**config.mk**
```make
export PLATFORM = sky130hd
export DESIGN_NAME = execute_stage
export DESIGN_NICKNAME = d
export VERILOG_FILES = /design/src/rtl/execute_stage.sv
export SDC_FILE = /design/constraint.sdc
export NUM_CORES = 1
export LEC_CHECK = 0
export ABC_AREA = 1
export CELL_PAD_IN_SITES_DETAIL_PLACEMENT = 1
export CELL_PAD_IN_SITES_GLOBAL_PLACEMENT = 1
export CORE_MARGIN = 5
export CORE_UTILIZATION = 36
export CTS_CLUSTER_SIZE = 40
export DETAILED_ROUTE_END_ITERATION = 7
export GPL_TIMING_DRIVEN = 1
export PLACE_DENSITY = 0.85
export SLEW_MARGIN = 20
export SYNTH_ARGS = -nofsm -noshare
export SYNTH_HDL_FRONTEND = slang
export SYNTH_SLANG_ARGS = --single-unit
export TNS_END_PERCENT = 5
```
**constraint.sdc**
```tcl
create_clock -name clk -period 14.9 [get_ports clk]
set_clock_uncertainty 0.1 [all_clocks]
set_input_delay 2.98 -clock clk [delete_from_list [all_inputs] [get_ports clk]]
set_output_delay 2.98 -clock clk [all_outputs]
set_load 0.03 [all_outputs]
```
**src/rtl/execute_stage.sv**
```systemverilog
// -----------------------------------------------------------------------------
// execute_stage
//   Execute stage of a five-stage RISC pipeline. Holds the ID/EX pipeline
//   register and performs operand forwarding, ALU evaluation, branch target
//   computation and the branch/jump redirect decision.
//
// Ports
//   clk, reset          rising-edge clock, synchronous active-high reset
//   FlushE              inserts a bubble into the ID/EX register
//   *D control/data     decode-stage values captured into the E register
//   ForwardAE/BE        operand forwarding selects (00 reg, 01 WB, 10 MEM)
//   ALUResultM, ResultW forwarded results from the memory / writeback stages
//   RegWriteE .. PCPlus4E  registered values for later stages / hazard unit
//   ALUResultE, WriteDataE, PCTargetE, PCSrcE  combinational execute results
// -----------------------------------------------------------------------------
module execute_stage #(
  parameter int word_width = 32
) (
  input  logic                  clk,
  input  logic                  reset,
  input  logic                  FlushE,
  input  logic                  RegWriteD,
  input  logic [1:0]            ResultSrcD,
  input  logic                  MemWriteD,
  input  logic                  JumpD,
  input  logic                  BranchD,
  input  logic [2:0]            ALUControlD,
  input  logic                  ALUSrcD,
  input  logic [word_width-1:0] RD1D,
  input  logic [word_width-1:0] RD2D,
  input  logic [word_width-1:0] PCD,
  input  logic [word_width-1:0] PCPlus4D,
  input  logic [31:0]           ImmExtD,
  input  logic [4:0]            Rs1D,
  input  logic [4:0]            Rs2D,
  input  logic [4:0]            RdD,
  input  logic [1:0]            ForwardAE,
  input  logic [1:0]            ForwardBE,
  input  logic [word_width-1:0] ALUResultM,
  input  logic [word_width-1:0] ResultW,
  output logic                  RegWriteE,
  output logic [1:0]            ResultSrcE,
  output logic                  MemWriteE,
  output logic [4:0]            RdE,
  output logic [4:0]            Rs1E,
  output logic [4:0]            Rs2E,
  output logic [word_width-1:0] PCPlus4E,
  output logic [word_width-1:0] ALUResultE,
  output logic [word_width-1:0] WriteDataE,
  output logic [word_width-1:0] PCTargetE,
  output logic                  PCSrcE
);

  // E-stage registers that are not exported directly
  logic                  JumpE;
  logic                  BranchE;
  logic [2:0]            ALUControlE;
  logic                  ALUSrcE;
  logic [word_width-1:0] RD1E;
  logic [word_width-1:0] RD2E;
  logic [word_width-1:0] PCE;
  logic [31:0]           ImmExtE;

  logic [word_width-1:0] imm_ext;
  logic [word_width-1:0] src_a;
  logic [word_width-1:0] src_b;
  logic                  zero;

  // Immediate is always 32 bits; sign-adapt it to the datapath width.
  assign imm_ext = word_width'($signed(ImmExtE));

  // ID/EX register: reset and flush both load an all-zero bubble
  always_ff @(posedge clk) begin
    if (reset || FlushE) begin
      RegWriteE   <= 1'b0;
      ResultSrcE  <= 2'b00;
      MemWriteE   <= 1'b0;
      JumpE       <= 1'b0;
      BranchE     <= 1'b0;
      ALUControlE <= 3'b000;
      ALUSrcE     <= 1'b0;
      RD1E        <= '0;
      RD2E        <= '0;
      PCE         <= '0;
      PCPlus4E    <= '0;
      ImmExtE     <= 32'd0;
      Rs1E        <= 5'd0;
      Rs2E        <= 5'd0;
      RdE         <= 5'd0;
    end else begin
      RegWriteE   <= RegWriteD;
      ResultSrcE  <= ResultSrcD;
      MemWriteE   <= MemWriteD;
      JumpE       <= JumpD;
      BranchE     <= BranchD;
      ALUControlE <= ALUControlD;
      ALUSrcE     <= ALUSrcD;
      RD1E        <= RD1D;
      RD2E        <= RD2D;
      PCE         <= PCD;
      PCPlus4E    <= PCPlus4D;
      ImmExtE     <= ImmExtD;
      Rs1E        <= Rs1D;
      Rs2E        <= Rs2D;
      RdE         <= RdD;
    end
  end

  // Operand A forwarding mux; 11 is reserved and falls back to the register value
  always_comb begin
    src_a = RD1E;
    case (ForwardAE)
      2'b01:   src_a = ResultW;
      2'b10:   src_a = ALUResultM;
      default: src_a = RD1E;
    endcase
  end

  // Operand B forwarding mux; the forwarded value is also the store data
  always_comb begin
    WriteDataE = RD2E;
    case (ForwardBE)
      2'b01:   WriteDataE = ResultW;
      2'b10:   WriteDataE = ALUResultM;
      default: WriteDataE = RD2E;
    endcase
  end

  // Second ALU operand: immediate or (forwarded) register
  always_comb begin
    if (ALUSrcE) begin
      src_b = imm_ext;
    end else begin
      src_b = WriteDataE;
    end
  end

  // ALU; add/sub wrap silently, unused codes yield zero
  always_comb begin
    ALUResultE = '0;
    case (ALUControlE)
      3'b000:  ALUResultE = src_a + src_b;
      3'b001:  ALUResultE = src_a - src_b;
      3'b010:  ALUResultE = src_a & src_b;
      3'b011:  ALUResultE = src_a | src_b;
      3'b101:  ALUResultE = ($signed(src_a) < $signed(src_b)) ? word_width'(1) : '0;
      default: ALUResultE = '0;
    endcase
  end

  assign zero      = (ALUResultE == '0);
  assign PCTargetE = PCE + imm_ext;
  // A bubble has JumpE=BranchE=0, so it can never redirect fetch.
  assign PCSrcE    = JumpE | (BranchE & zero);

endmodule
```
---- Word level (Yosys, flattened, before mapping) ----
Index checks and enable logic that the tools add are counted.
storage, ports and cells
  bits in registers ....................... 185
  latch bits .............................. 0
  memory bits (writable) .................. 0
  bits in read-only memories .............. 0
  output and inout port bits .............. 148
  memories ................................ 0
cells by class
  add/sub/neg operators ................... 3
  multipliers ............................. 0
  div/mod/pow operators ................... 0
  magnitude comparators ................... 1
  equality and inequality tests ........... 8
  shift operators ......................... 0
  multiplexer cells ....................... 5
  bitwise gates (word level) .............. 4
  reductions and logical operators ........ 3
operator list
  operator                                                          count
  32-bit one-hot mux with 5 select lines                            1
  32-bit one-hot mux with 2 select lines                            2
  32-bit adder                                                      2
  32-bit AND                                                        1
  32-bit logical NOT                                                1
  32-bit less-than comparator                                       1
  32-bit two-way mux                                                1
  32-bit OR                                                         1
  32-bit subtractor                                                 1
  3-bit by 2-bit == test with 1-bit output (second input constant)  2
  2-bit by 1-bit == test with 1-bit output (second input constant)  2
  2-bit == test (second input constant)                             2
  3-bit by 1-bit == test with 1-bit output (second input constant)  1
  3-bit == test (second input constant)                             1
  3-bit logical NOT                                                 1
  1-bit AND                                                         1
  1-bit logical OR                                                  1
  1-bit two-way mux                                                 1
  1-bit OR                                                          1

---- Depth between registers and ports, before layout ----
  depth after elaboration ................. 9
  gate-level depth with buffers ........... 28
  mapped depth without buffers ............ 26

---- Worst setup path before layout ----
Ideal clock, no wire load.
  path kind ............................... input -> output
  start point ............................. input port ForwardBE[0]
  end point ............................... output port PCSrcE
  data arrival time ....................... 6.684 ns
  required time ........................... 11.820 ns
  setup slack ............................. 5.136 ns
  cell stages on the path ................. 23
  path buffers ............................ 2
  cell sequence ........................... inv_1 > ha_1 > clkbuf_1 > clkbuf_1 > a21oi_1 > a21oi_1 > o21ai_0 > fa_1 > inv_1 > nand3_1 > nand2_1 > nand2_1 > nand2_1 > nand2_1 > nand3_1 > nand3b_1 > nor2_1 > nand3_1 > nor2_1 > nand3_1 > nor2_1 > nand3_1 > nand2_1
between the ends
  elaborated cells between the ends (all ways) .. 14
RTL lines
  what                                                                       RTL line  text
  start: declaration                                                         38        input logic [1:0] ForwardBE,
  2-bit == test or 2-bit by 1-bit == test with 1-bit output (tied branches)  122       case (ForwardBE)
  32-bit one-hot mux with 2 select lines (*)                                 122
  net WriteDataE[1]                                                          49        output logic [word_width-1:0] WriteDataE,
  32-bit two-way mux (*)                                                     131       if (ALUSrcE) begin
  32-bit subtractor or 32-bit adder (tied branches)                          143, 142
  32-bit one-hot mux with 5 select lines (*)                                 141       case (ALUControlE)
  net ALUResultE[8]                                                          48        output logic [word_width-1:0] ALUResultE,
  32-bit logical NOT (*)                                                     151       assign zero = (ALUResultE == '0);
  1-bit AND (*)                                                              154       assign PCSrcE = JumpE | (BranchE & zero);
  1-bit OR (*)                                                               154
  end: declaration                                                           51        output logic PCSrcE
Mark *: on every way through the listed nets, which the timed path passes. The rest lies on a longest branch.

---- Worst setup path in the final report ----
  start point ............................. input port ForwardBE[0]
  end point ............................... output port PCSrcE
between the ends
  longest elaborated chain between the ends .. 9
  elaborated cells between the ends (all ways) .. 14
RTL lines
  what                                                                       RTL line  text
  2-bit == test or 2-bit by 1-bit == test with 1-bit output (tied branches)  122
  32-bit one-hot mux with 2 select lines (*)                                 122
  32-bit two-way mux (*)                                                     131
  32-bit less-than comparator                                                146       3'b101: ALUResultE = ($signed(src_a) < $signed(src_b)) ? word_width'(1) : '0;
  1-bit two-way mux                                                          146
  32-bit one-hot mux with 5 select lines (*)                                 141
  32-bit logical NOT (*)                                                     151
  1-bit AND (*)                                                              154
  1-bit OR (*)                                                               154
Every way passes the cells marked *; elsewhere a longest branch is shown, timed or not.

==> reports/qor.yml <==
worst_setup_path:
  end_kind: "output pin"
  crit_end: "PCSrcE"
  start_kind: "input pin"
  crit_path_start: "ForwardBE[0]"
  worst_ep_required_time_ps: 11820
  crit_type: "input pin to output pin"
  critPathSlowestCell: "inv_1"
  cp_common_cell: "nand2_1"
  crit_fanout: 33
  arrival_ps: 9400
  cpPeakStageDelay_ps: 720
placed_design:
  gp_congestion: 0.972
  place_area_sq_um: 19500
  dp.cells: 3358
  port_buffers: 403
  post-dp-hpwl_mm: 61.0
drt:
  ant_nets: 0
  wire_per_inst_microns: 21.5
  vias: 17600
  first_pass_iters: 7
  route.detailed.drc: 0
  drt_iter0_drc: 1296
  viasPerCell: 5.16
  totalWireLength_mm: 73.1
power:
  clkPwrFrac_pct: 23.4
  p_leak_nw: 10.6
  total_power_mw: 2.04
  p_seq_share_pct: 25.6
  power.density_nw_per_um2: 102
  peakVddDrop_mv: 0.0948
  sw_frac_of_total_pct: 45.1
  intPower_mw: 1.12
  comb_power_share_pct: 50.9
  p_switching_uw: 922
synthesis:
  synth.most_common_cell: "inv_1"
  async_reset_ff_share_pct: 0
  synthTopCellsByArea: "dfxtp_1, inv_1, nand2_1"
  synthTopCellsByCount: "inv_1, nand2_1, nor2_1"
  synth.distinct_cells: 40
  synth_edf_count: 0
  ys_seq_area_share_pct: 24.7
  ys_seq_elements: 185
  yosysTopAreaCell: "dfxtp_1"
  yosys_warnings: 0
  netlist_area_sq_um: 15000
  ys.flop_type: "dfxtp_1"
  synth_cells: 2493
  synth_top_area_share_pct: 24.7
  syn_nets: 2895
  avgSynthCellArea_sq_um: 6.03
finish:
  multi_input_area_sq_um: 8770
  nNetsFinal: 3247
  final_core_util_pct: 49.0
  drive_above_1_share_pct: 2.24
  num-fill-cells: 5483
  final_area_sq_um: 20100
  final_cells: 3402
  area.sequential_sq_um: 3700
  syn_to_final_growth_pct: 33.9
grt:
  grt_max_degree: 95
  grt_pass1_wl_mm: 111
  globalRouteTotalUtil_pct: 30.6
  grt_overflow: 0
  antenna_found_initial: 23
  grt_pass1_vias: 19000
clock_tree:
  numClockSinks: 185
  cts_setup_buffers: 0
  root_buffer: "clkbuf_16"
  cts_buffers: 17
  cts_hold_buf: 0
  cts_tree: "yes"
  cts_buffer_depth: 2
  htreeDepth: 4
  path_clk_slew_ps: 80
  cts_resized: 0
timing:
  tns_ps: 0
  hold_viol: 0
  slew_headroom_pct: 34.9
  period_minus_slack_ps: 12480
  setup_viol: 0
  max_clock_freq_mhz: 80.1
  slew_violations: 0
  rsz0062_at_grt: "no"
  worst_pin_slew_ps: 977
  period_share_pct: 83.8
floorplanning:
  start_util_pct: 36.6
  core_area_sq_um: 41000
  ios: 404
  rows: 74
  die_h_microns: 214
  dieArea_sq_um: 45900
  die_w_microns: 214
run_status:
  status: "completed"
worst_hold_path:
  min_path_type: "input pin to flip-flop"
run:
  maxCapViolations: 0
[power by group through the flow]
stage | registers, mW | logic, mW | clock network (mW)
floorplan | 0.542 | 0.606 | 0
global placement | 0.534 | 0.999 | 0
detailed placement | 0.535 | 1.02 | 0
CTS | 0.524 | 1.03 | 0.485
global route | 0.525 | 1.13 | 0.509
finish | 0.523 | 1.04 | 0.479
[cells in the final DEF (no fill, tap or decap), drive strengths merged, types with 22 or more instances in the layout]
master | Yosys | routed
a221o | 60 | 60
ha | 143 | 143
o22ai | 22 | 22
nand3 | 142 | 142
a21oi | 95 | 95
nor2 | 377 | 377
o21ai | 140 | 140
nor3 | 22 | 22
nand2 | 540 | 540
clkdlybuf4s50 | 0 | 403
inv | 586 | 593
dfxtp | 185 | 185
[area by class of cell]
class | instances | area share (%)
Clock inverter | 14 | 0.877
Multi-Input combinational cell | 1638 | 43.6
Inverter | 587 | 11.0
Clock buffer | 18 | 2.13
Timing Repair Buffer | 416 | 20.5
Tap cell | 532 | 3.31
Sequential cell | 185 | 18.4
Antenna cell | 12 | 0.149
[worst max-delay path: cells and delay by family]
| kind | cells | cell delay, ps |
|---|---|---|
| fa+ha+maj | 3 | 1140 |
| buf+inv | 7 | 2480 |
| simple gates | 16 | 1940 |
| compound gates | 2 | 810 |
[state kept, by name, indices dropped and copies added, names as in the netlist]
signal and cells:
ALUControlE 3, ALUSrcE 1, BranchE 1, ImmExtE 32, JumpE 1, MemWriteE 1, PCE 32, PCPlus4E 32
RD1E 32, RD2E 32, RdE 5, RegWriteE 1, ResultSrcE 2, Rs1E 5, Rs2E 5
[per-layer routing]
metal  GRT usage (%)  vias up  wire [microns]
met4            9.92       24            2370
met2            55.0      589           36200
met3            7.14      131            4660
met5               0        -             172
li1                -     8363               -
met1            36.1     8462           29700
[worst min path at each step]
| stage | from | to | slack [ps] | cells past startpoint |
|---|---|---|---|---|
| floorplan | ALUControlD[0] | ALUControlE[0]$_SDFF_PP0_ | 2990 | 2 |
| global placement | PCPlus4D[19] | PCPlus4E[19]$_SDFF_PP0_ | 3400 | 3 |
| detailed placement | ALUSrcD | ALUSrcE$_SDFF_PP0_ | 3410 | 3 |
| CTS | PCPlus4D[12] | PCPlus4E[12]$_SDFF_PP0_ | 2920 | 3 |
| global route | PCPlus4D[12] | PCPlus4E[12]$_SDFF_PP0_ | 2930 | 3 |
| finish | MemWriteD | MemWriteE$_SDFF_PP0_ | 2940 | 3 |
[cell families (layout without fill, tap and decap cells)]
| group | Yosys count | in the layout | share of synthesized area (%) |
|---|---|---|---|
| xor gates and xnor gates | 30 | 30 | 1.75 |
| adders and majority gates | 146 | 146 | 12.3 |
| buffers and inverters | 670 | 1035 | 16.9 |
| DFF | 185 | 185 | 24.7 |
| other | 0 | 12 | 0 |
| and+or+nand+nor | 1118 | 1118 | 30.2 |
| AOI/OAI and AO/OA | 344 | 344 | 14.1 |
[per-stage QoR]
step / setup slack (ps) / hold slack (ps)
3_5_place_dp: 2480 / 3410
3_3_place_gp: 2580 / 3400
6_report: 2420 / 2940
2_1_floorplan: 5140 / 2990
4_1_cts: 2490 / 2920
5_1_grt: 2060 / 2930
No activity file was read; power rests on OpenSTA's default activity.
